`src/rtl/watch_pkg.sv`:
```
// Shared constants, state encoding and lap word layout for the stopwatch lap store.
//   SIZE        width of one BCD digit
//   LAP_W       width of one stored lap (four digits)
//   DEPTH       number of lap entries (power of two)
//   ADDR_W      log2(DEPTH)
//   CNT_W       width of the lap counter (0..DEPTH)
//   SHOW_PULSES 1 s pulses a recalled lap stays on the display
package watch_pkg;

    localparam int unsigned SIZE        = 4;
    localparam int unsigned LAP_W       = 4 * SIZE;
    localparam int unsigned DEPTH       = 8;
    localparam int unsigned ADDR_W      = 3;
    localparam int unsigned CNT_W       = ADDR_W + 1;
    localparam int unsigned SHOW_PULSES = 5;
    localparam int unsigned SHOW_W      = 3;

    localparam logic [1:0] ST_IDLE  = 2'd0;
    localparam logic [1:0] ST_WRITE = 2'd1;
    localparam logic [1:0] ST_READ  = 2'd2;
    localparam logic [1:0] ST_SHOW  = 2'd3;

    // One lap entry, minute tens in the top nibble down to second units.
    typedef struct packed {
        logic [SIZE-1:0] mt;
        logic [SIZE-1:0] mu;
        logic [SIZE-1:0] st;
        logic [SIZE-1:0] su;
    } lap_t;

endpackage

```
`src/rtl/lap_ram.sv`:
```
// Lap storage: DEPTH x LAP_W, synchronous write, synchronous read (1-cycle latency).
// No reset on the array; contents are undefined until written.
//   clk    system clock
//   we     write enable
//   waddr  write address
//   wdata  lap word to write
//   raddr  read address, sampled every cycle
//   rdata  registered read data (old data on same-address read/write)
module lap_ram
    import watch_pkg::*;
(
    input  logic              clk,
    input  logic              we,
    input  logic [ADDR_W-1:0] waddr,
    input  lap_t              wdata,
    input  logic [ADDR_W-1:0] raddr,
    output lap_t              rdata
);

    lap_t mem [DEPTH];

    always_ff @(posedge clk) begin
        if (we) begin
            mem[waddr] <= wdata;
        end
        rdata <= mem[raddr];
    end

endmodule

```
`src/rtl/lap_recorder.sv`:
```
// Lap recorder: saves the current mm:ss into a circular lap store on a save strobe and
// replays stored laps oldest-first on recall, each shown for SHOW_PULSES 1 s pulses.
// Configuration macro: LAP_OVERWRITE_EN -- when defined a save into a full store
// overwrites the oldest lap; when undefined it is dropped and overflow is set.
// Ports:
//   clk, rst                   clock, asynchronous active-low reset
//   pulse                      1 s tick, one clk wide
//   save / recall / clear      one-clk command strobes (priority clear > save > recall)
//   su_in, st_in, mu_in, mt_in current time digits
//   su_out..mt_out             recalled digits
//   recall_valid               recalled digits on display
//   we, addr                   RAM write enable / address mirror for the display path
//   count, empty, full         number of stored laps and its flags
//   overflow                   sticky: a save was dropped while full
module lap_recorder
    import watch_pkg::*;
(
    input  logic              clk,
    input  logic              rst,
    input  logic              pulse,
    input  logic              save,
    input  logic              recall,
    input  logic              clear,
    input  logic [SIZE-1:0]   su_in,
    input  logic [SIZE-1:0]   st_in,
    input  logic [SIZE-1:0]   mu_in,
    input  logic [SIZE-1:0]   mt_in,
    output logic [SIZE-1:0]   su_out,
    output logic [SIZE-1:0]   st_out,
    output logic [SIZE-1:0]   mu_out,
    output logic [SIZE-1:0]   mt_out,
    output logic              recall_valid,
    output logic              we,
    output logic [7:0]        addr,
    output logic [ADDR_W:0]   count,
    output logic              empty,
    output logic              full,
    output logic              overflow
);

`ifdef LAP_OVERWRITE_EN
    localparam bit OVERWRITE_EN = 1'b1;
`else
    localparam bit OVERWRITE_EN = 1'b0;
`endif

    logic [1:0]        state_q,    state_d;
    logic [ADDR_W-1:0] wr_ptr_q,   wr_ptr_d;
    logic [ADDR_W-1:0] rd_ptr_q,   rd_ptr_d;
    logic [ADDR_W-1:0] oldest_q,   oldest_d;
    logic [CNT_W-1:0]  count_q,    count_d;
    logic [SHOW_W-1:0] show_cnt_q, show_cnt_d;
    lap_t              cap_q,      cap_d;
    lap_t              dout_q,     dout_d;
    logic              rv_q,       rv_d;
    logic              we_q,       we_d;
    logic [7:0]        addr_q,     addr_d;
    logic              empty_q,    empty_d;
    logic              full_q,     full_d;
    logic              ovf_q,      ovf_d;

    lap_t              lap_in;
    lap_t              ram_rdata;
    logic              can_write;
    logic [ADDR_W-1:0] rd_next;

    assign lap_in    = {mt_in, mu_in, st_in, su_in};
    assign can_write = OVERWRITE_EN || !full_q;
    // Past the newest entry the read pointer wraps back to the oldest one.
    assign rd_next   = (ADDR_W'(rd_ptr_q + 1'b1) == wr_ptr_q) ? oldest_q
                                                              : ADDR_W'(rd_ptr_q + 1'b1);

    // Lap storage; reads always track rd_ptr so data is ready one cycle after READ starts.
    lap_ram u_ram (
        .clk   (clk),
        .we    (state_q == ST_WRITE),
        .waddr (wr_ptr_q),
        .wdata (cap_q),
        .raddr (rd_ptr_q),
        .rdata (ram_rdata)
    );

    // State and output registers.
    always_ff @(posedge clk or negedge rst) begin
        if (!rst) begin
            state_q    <= ST_IDLE;
            wr_ptr_q   <= '0;
            rd_ptr_q   <= '0;
            oldest_q   <= '0;
            count_q    <= '0;
            show_cnt_q <= '0;
            cap_q      <= '0;
            dout_q     <= '0;
            rv_q       <= 1'b0;
            we_q       <= 1'b0;
            addr_q     <= '0;
            empty_q    <= 1'b1;
            full_q     <= 1'b0;
            ovf_q      <= 1'b0;
        end else begin
            state_q    <= state_d;
            wr_ptr_q   <= wr_ptr_d;
            rd_ptr_q   <= rd_ptr_d;
            oldest_q   <= oldest_d;
            count_q    <= count_d;
            show_cnt_q <= show_cnt_d;
            cap_q      <= cap_d;
            dout_q     <= dout_d;
            rv_q       <= rv_d;
            we_q       <= we_d;
            addr_q     <= addr_d;
            empty_q    <= empty_d;
            full_q     <= full_d;
            ovf_q      <= ovf_d;
        end
    end

    // Next-state and next-output logic.
    always_comb begin
        state_d    = state_q;
        wr_ptr_d   = wr_ptr_q;
        rd_ptr_d   = rd_ptr_q;
        oldest_d   = oldest_q;
        count_d    = count_q;
        show_cnt_d = show_cnt_q;
        cap_d      = cap_q;
        dout_d     = dout_q;
        rv_d       = rv_q;
        we_d       = 1'b0;
        addr_d     = addr_q;
        ovf_d      = ovf_q;

        case (state_q)
            ST_IDLE: begin
                if (save) begin
                    if (can_write) begin
                        state_d = ST_WRITE;
                        cap_d   = lap_in;
                        we_d    = 1'b1;
                        addr_d  = 8'(wr_ptr_q);
                    end else begin
                        ovf_d = 1'b1;
                    end
                end else if (recall && !empty_q) begin
                    state_d = ST_READ;
                    addr_d  = 8'(rd_ptr_q);
                end
            end
            ST_WRITE: begin
                wr_ptr_d = ADDR_W'(wr_ptr_q + 1'b1);
                // A full store only reaches WRITE when overwriting: the oldest lap is lost.
                if (full_q) begin
                    oldest_d = ADDR_W'(oldest_q + 1'b1);
                end else begin
                    count_d = CNT_W'(count_q + 1'b1);
                end
                rd_ptr_d = oldest_d;
                state_d  = ST_IDLE;
            end
            ST_READ: begin
                dout_d     = ram_rdata;
                rd_ptr_d   = rd_next;
                show_cnt_d = '0;
                rv_d       = 1'b1;
                state_d    = ST_SHOW;
            end
            ST_SHOW: begin
                if (save) begin
                    if (can_write) begin
                        state_d = ST_WRITE;
                        cap_d   = lap_in;
                        we_d    = 1'b1;
                        addr_d  = 8'(wr_ptr_q);
                        rv_d    = 1'b0;
                    end else begin
                        ovf_d = 1'b1;
                    end
                end else if (recall) begin
                    state_d = ST_READ;
                    addr_d  = 8'(rd_ptr_q);
                    rv_d    = 1'b0;
                end else if (pulse) begin
                    if (show_cnt_q == SHOW_W'(SHOW_PULSES - 1)) begin
                        state_d = ST_IDLE;
                        rv_d    = 1'b0;
                    end else begin
                        show_cnt_d = SHOW_W'(show_cnt_q + 1'b1);
                    end
                end
            end
            default: state_d = ST_IDLE;
        endcase

        // Clear overrides everything, including a WRITE commit on the same edge.
        if (clear) begin
            state_d    = ST_IDLE;
            wr_ptr_d   = '0;
            rd_ptr_d   = '0;
            oldest_d   = '0;
            count_d    = '0;
            show_cnt_d = '0;
            dout_d     = '0;
            rv_d       = 1'b0;
            we_d       = 1'b0;
            addr_d     = '0;
            ovf_d      = 1'b0;
        end

        if (OVERWRITE_EN) begin
            ovf_d = 1'b0;
        end

        empty_d = (count_d == '0);
        full_d  = (count_d == CNT_W'(DEPTH));
    end

    assign su_out       = dout_q.su;
    assign st_out       = dout_q.st;
    assign mu_out       = dout_q.mu;
    assign mt_out       = dout_q.mt;
    assign recall_valid = rv_q;
    assign we           = we_q;
    assign addr         = addr_q;
    assign count        = count_q;
    assign empty        = empty_q;
    assign full         = full_q;
    assign overflow     = ovf_q;

endmodule

```
`config.mk`:
```
export PLATFORM = sky130hd
export DESIGN_NAME = lap_recorder
export DESIGN_NICKNAME = d
export VERILOG_FILES = /design/src/rtl/watch_pkg.sv /design/src/rtl/lap_ram.sv /design/src/rtl/lap_recorder.sv
export SDC_FILE = /design/constraint.sdc
export NUM_CORES = 1
export LEC_CHECK = 0
export CORE_MARGIN = 4
export CORE_UTILIZATION = 63
export CTS_BUF_LIST = sky130_fd_sc_hd__clkbuf_16
export DETAILED_ROUTE_END_ITERATION = 8
export HOLD_SLACK_MARGIN = 0.03
export PLACE_DENSITY = 0.91
export SYNTH_ARGS = -nofsm -noshare
export SYNTH_HDL_FRONTEND = slang
export SYNTH_HIERARCHICAL = 1
export SYNTH_SLANG_ARGS = --single-unit
```
`constraint.sdc`:
```
create_clock -name clk -period 6.3 [get_ports clk]
set_input_delay 0.63 -clock clk [delete_from_list [all_inputs] [get_ports clk]]
set_output_delay 0.63 -clock clk [all_outputs]
set_load 0.02 [all_outputs]
```
==> flow_summary.toml, run 1 <==
[outcome]
run_status = "finished, final reports clean"

[placement]
gp_congestion = 0.836
port_buffers = 49
dp_cells = 688
dpl-instance-area_um2 = 8840
hpwl_um = 9780
dp_slack_ns = 3.78

[global_route]
gr-total-overflow = 0
grt_max_degree = 59
grt_pass1_vias = 4471
grt_pass1_wl_um = 25800
grtUsageTotal_pct = 23.1
antenna_found_initial = 0

[drt]
first_pass_iters = 5
wl_um = 16500
wl_per_cell_um = 22.7
postRouteAntennaNets = 0
vias = 4476
remaining_drc_errors = 0
viasPerCell = 6.17
drt_iter0_drc = 443

[critical_path]
worst_setup_path_end_kind = "output port"
worst-path-buf-inv = 1
worst_path_max_delay_cell = "clkdlybuf4s50_1"
r2r_slack_ns = 3.83
cpPeakStageDelay_ns = 0.71
worst_r2r_path_depth = 5
path_max_fanout = 15
crit_chain = "clkdlybuf4s50_1"
cp-start-kind = "flop"
crit_arrival_ns = 1.86
required_ns = 5.67
regToRegStartpoint = "rd_ptr_q[1]"
r2r_end = "rd_ptr_q[2]"
critical_path_class = "reg2out"
cp_top_family = "buffers and inverters"

[synth]
synth_ff_type = "edfxtp_1"
yosysSeqAreaShare_pct = 68.7
yosys_warnings = 6
async_reset_ff_share_pct = 28.7
synth_edf_count = 128
synth_top_area_share_pct = 47.0
synth_area_um2 = 8170
syn_inst = 476
synth-seq-cells = 202
avgSynthCellArea_um2 = 17.2
ys_types = 50
yosysTopAreaCell = "edfxtp_1"
synth.area.top_cells = "edfxtp_1 47%, dfrtp_1 17%, mux4_1 9.0%, mux2_2 4.8%, dfxtp_1 3.9%"

[finish]
instances_no_fill = 725
fin_util_pct = 74.7
design_area_um2 = 9460
n_antenna_cell = 0
nFillCells = 726
synthToLayoutAreaGrowth_pct = 15.8
multi_input_area_um2 = 2400
seqCellArea_um2 = 5620
drive_above_1_share_pct = 15.9
nets = 572

[sta]
fin_crit_sh_pct = 39.6
setup_viol = 0
period_needed_ns = 2.49
worst_pin_slew_ns = 0.906
skew_ns = 0.0102
fin_ws_ns = 3.81
hold_viol_final = 0
relSlewSlack_pct = 39.6
slew_violations = 0
hold_ws_ns = 0.314
grt_setup_unrepaired = "false"
tns_ns = 0
fmax_mhz = 401

[clock_tree]
cts_setup_buffers = 0
cts_root_buf = "clkbuf_16"
cts_max_level = 1
cts_tree = "yes"
cts_buffers = 21
clock_latency_ns = 0.48
ctsResizeCount = 0
clock-sinks = 202
path_clk_slew_ns = 0.06
clock_path_buffers = 3
cts_hold_buf = 0

[power]
leakagePower_nw = 3.44
finalPower_mw = 3.41
p_per_area_nw_per_um2 = 360
ir_drop_mv = 0.253

[die]
fp.coreArea_um2 = 12700
rows = 41
io_pins = 55
die-width_um = 122
die-area_um2 = 14900
dieHeight_um = 122
start_util_pct = 64.5

[hold_path]
hp-class = "in2async"

[flow_run]
cap_violations = 0
[final cells by class]
type	count	area share (%)
clock inverter	16	1.02
inverter	6	0.238
multi-input combinational	245	25.3
tap	172	2.27
sequential	202	59.4
timing repair buffer	63	6.24
clock buffer	21	5.55
[how the worst max path moves through the flow]
stage               start                to  slack [ns]  cells after the start
2_1_floorplan  state_q[1]   u_ram/mem[4][0]        3.92                      4
3_3_place_gp         save           addr[1]        3.81                      5
3_5_place_dp         save           addr[0]        3.78                      5
4_1_cts              full              full        3.81                      1
5_1_grt        state_q[1]  u_ram/mem[3][12]        3.71                      5
6_report             full              full        3.81                      1
[cell usage after synthesis, types with 3 or more instances]
cell and n:
mux4_2 4, o21ai_0 6, edfxtp_1 128, nor3_1 3
xor2_1 5, xnor2_1 6, dfxtp_1 16, o311ai_0 3
nand2b_1 6, inv_1 6, nor2b_1 3, mux4_1 28
a211oi_1 3, mux2_2 35, clkbuf_1 4, nor2_1 46
nand3_1 11, buf_2 4, dfrtp_1 57, a21oi_1 5
mux2i_1 22, ha_1 11, buf_6 4, nand2_1 15
buf_1 7, buf_4 7
[placed cells by master (no fill, tap or decap), types with 11 or more instances in the layout]
master,synthesis,layout
edfxtp_1,128,128
mux2i_1,22,22
buf_4,7,14
mux2_2,35,35
dfxtp_1,16,16
nand3_1,11,11
mux4_1,28,28
clkdlybuf4s50_1,0,48
clkbuf_16,0,21
dfrtp_1,57,57
ha_1,11,11
nor2_1,46,46
inv_1,6,13
nand2_1,15,15
[metal layers]
metal / share of wire (%) / up-vias / track usage (%)
li1: - / 1962 / -
met1: 40 / 2261 / 32.4
met2: 50 / 220 / 38.3
met3: 7.8 / 33 / 3.99
met4: 2.5 / 0 / 6.16
met5: 0 / - / 0
[cells by family after synthesis]
group / after synthesis / synth area share [%]
other: 1 / 0.0459
adder cells (fa/ha/maj): 11 / 1.68
buffers and inverters: 33 / 2.28
AND/OR/NAND/NOR: 96 / 5.48
flip-flops: 202 / 68.7
multiplexers: 89 / 17.6
XOR/XNOR: 11 / 1.18
AO/OA/AOI/OAI: 33 / 3.00
[power breakdown]
group	internal [mW]	switching, mW	total [mW]
clock network	0.643	0.467	1.11
logic	0.261	0.258	0.519
registers	1.63	0.147	1.78
total	2.53	0.873	3.41
[sequential cells by signal, summed over array words and instances, names as in the netlist, 4 cells and up]
register,count
cap_q,16
count,4
mt_out,4
mu_out,4
st_out,4
su_out,4
u_ram/mem,128
u_ram/rdata,16
Note: power is estimated with default switching activity, not from simulation.
==> inputs of run 2 (changes only) <==
Settings changed: CORE_UTILIZATION 63 to 53, PLACE_DENSITY 0.91 to 0.83.
Clock period 6.3 ns to 2.02 ns, I/O delays scaled along.
==> run 2 against run 1 <==
  * Flip-flop and latch count did not move
  * Sequential share of layout area decreased by 1.7 points
  * Routed wire length fell by 2.0%
  * Register-to-register slack lost 3.7 ns
  * First-iteration DRC count shrank 35%
  * Critical endpoint unchanged
  * Largest cell class unchanged
  * Largest power group unchanged
==> flow_summary.toml, run 2 (synthesis gave the netlist of run 1 again) <==
[die]
die-width_um = 132
die-area_um2 = 17500
rows = 45
dieHeight_um = 132
io_pins = 55
fp.coreArea_um2 = 15100
start_util_pct = 54.0

[finish]
nets = 589
fin_util_pct = 64.3
drive_above_1_share_pct = 19.1
reg_top3 = "u_ram/mem (128), cap_q (16), u_ram/rdata (16)"
largest_register_ffs = 128
final_cell_mix = "128 x edfxtp_1, 56 x dfrtp_1, 48 x clkdlybuf4s50_1, 46 x nor2_1, 35 x mux2_2"
multi_input_area_um2 = 2400
synthToLayoutAreaGrowth_pct = 19.2
n_antenna_cell = 0
final_common_cell = "edfxtp_1"
largest-register = "u_ram/mem"
design_area_um2 = 9740
nFillCells = 1022
seqCellArea_um2 = 5620

[critical_path]
worst_setup_path_end_kind = "output port"
crit_chain = "clkdlybuf4s50_1"
required_ns = 1.82
cpPeakStageDelay_ns = 0.66
cp-start-kind = "flop"
path_max_fanout = 15
cp_top_family = "buffers and inverters"
critical_path_class = "reg2out"
crit_arrival_ns = 1.68
worst-path-buf-inv = 1
worst_path_max_delay_cell = "clkdlybuf4s50_1"

[flow_run]
cap_violations = 0

[placement]
port_buffers = 49
dpl-instance-area_um2 = 9070
dp_slack_ns = 0.104
hpwl_um = 9960
gp_congestion = 0.809

[drt]
wl_um = 16100
first_pass_iters = 4
wl_per_cell_um = 21.3
vias = 4484
postRouteAntennaNets = 0
viasPerCell = 5.91
remaining_drc_errors = 0
drt_iter0_drc = 288

[clock_tree]
cts_setup_buffers = 0
path_clk_slew_ns = 0.06
clock_latency_ns = 0.50
cts_buffers = 21
cts_root_buf = "clkbuf_16"
cts_tree = "yes"
clock_path_buffers = 3
clock-sinks = 202
cts_max_level = 1

[sta]
fin_ws_ns = 0.133
fin_crit_sh_pct = 93.4
fmax_mhz = 530
slew_violations = 0
setup_viol = 0
hold_viol_final = 0
grt_setup_unrepaired = "false"
tns_ns = 0
skew_ns = 0.0162
period_needed_ns = 1.89

[power]
ir_drop_mv = 0.764
p_per_area_nw_per_um2 = 1110
leakagePower_nw = 3.57
finalPower_mw = 10.8

[outcome]
run_status = "finished, final reports clean"

[global_route]
grt_max_degree = 46
grt_pass1_wl_um = 25300
grt_pass1_vias = 4598
gr-total-overflow = 0
grtUsageTotal_pct = 18.5
antenna_found_initial = 1

[hold_path]
hp-class = "in2async"
-- run 2: stage by stage --
| stage | hold slack [ns] | instances |
|---|---|---|
| finish | 0.157 | 759 |
| global route | 0.174 | 759 |
| detailed placement | 0.145 | 720 |
| floorplan | -0.0936 | 480 |
| global placement | 0.146 | 720 |
| CTS | 0.162 | 759 |
-- run 2: layout make-up --
type | instances | share of cell area (%)
multi-input cells | 245 | 24.6
clock buffers | 21 | 5.39
repair buffers | 80 | 8.30
flip-flops and latches | 202 | 57.7
inverters | 6 | 0.231
well taps | 188 | 2.41
clock inverters | 17 | 1.37
-- run 2: path summary, 6_finish.rpt --
| kind | startpoint | endpoint | slack [ns] | cells after the start |
|---|---|---|---|---|
| max reg2reg | rd_ptr_q[0] | rd_ptr_q[2] | 0.17 | 5 |
| min in group clk | mt_in[1] | cap_q[13] | 0.32 | 2 |
| min reg2reg | u_ram/rdata[12] | mt_out[0] | 0.48 | 2 |
| min | rst | rd_ptr_q[2] | 0.16 | 2 |
| max | full | full | 0.13 | 1 |
| max in group asynchronous | rst | full | 1.21 | 3 |
-- run 2: routing by layer --
metal	wire [um]	GRT usage, %	vias to the layer above
met1	6570	24.3	2263
met2	8140	31.4	188
met5	0	0	-
met4	421	5.31	0
li1	-	-	1999
met3	1010	3.78	34
-- run 2: report_power, final --
group	switching [mW]	total [mW]	internal, mW	leakage (nW)
clock	1.50	3.65	2.15	0.337
combinational	0.813	1.70	0.884	1.18
sequential	0.404	5.48	5.08	2.05
total	2.72	10.8	8.12	3.57
-- run 2: what timing repair did --
action	CTS	global route
endpoints found under the hold margin	38	0
gates resized for setup	1	1
setup endpoints to repair	1	2
hold buffers	1	0
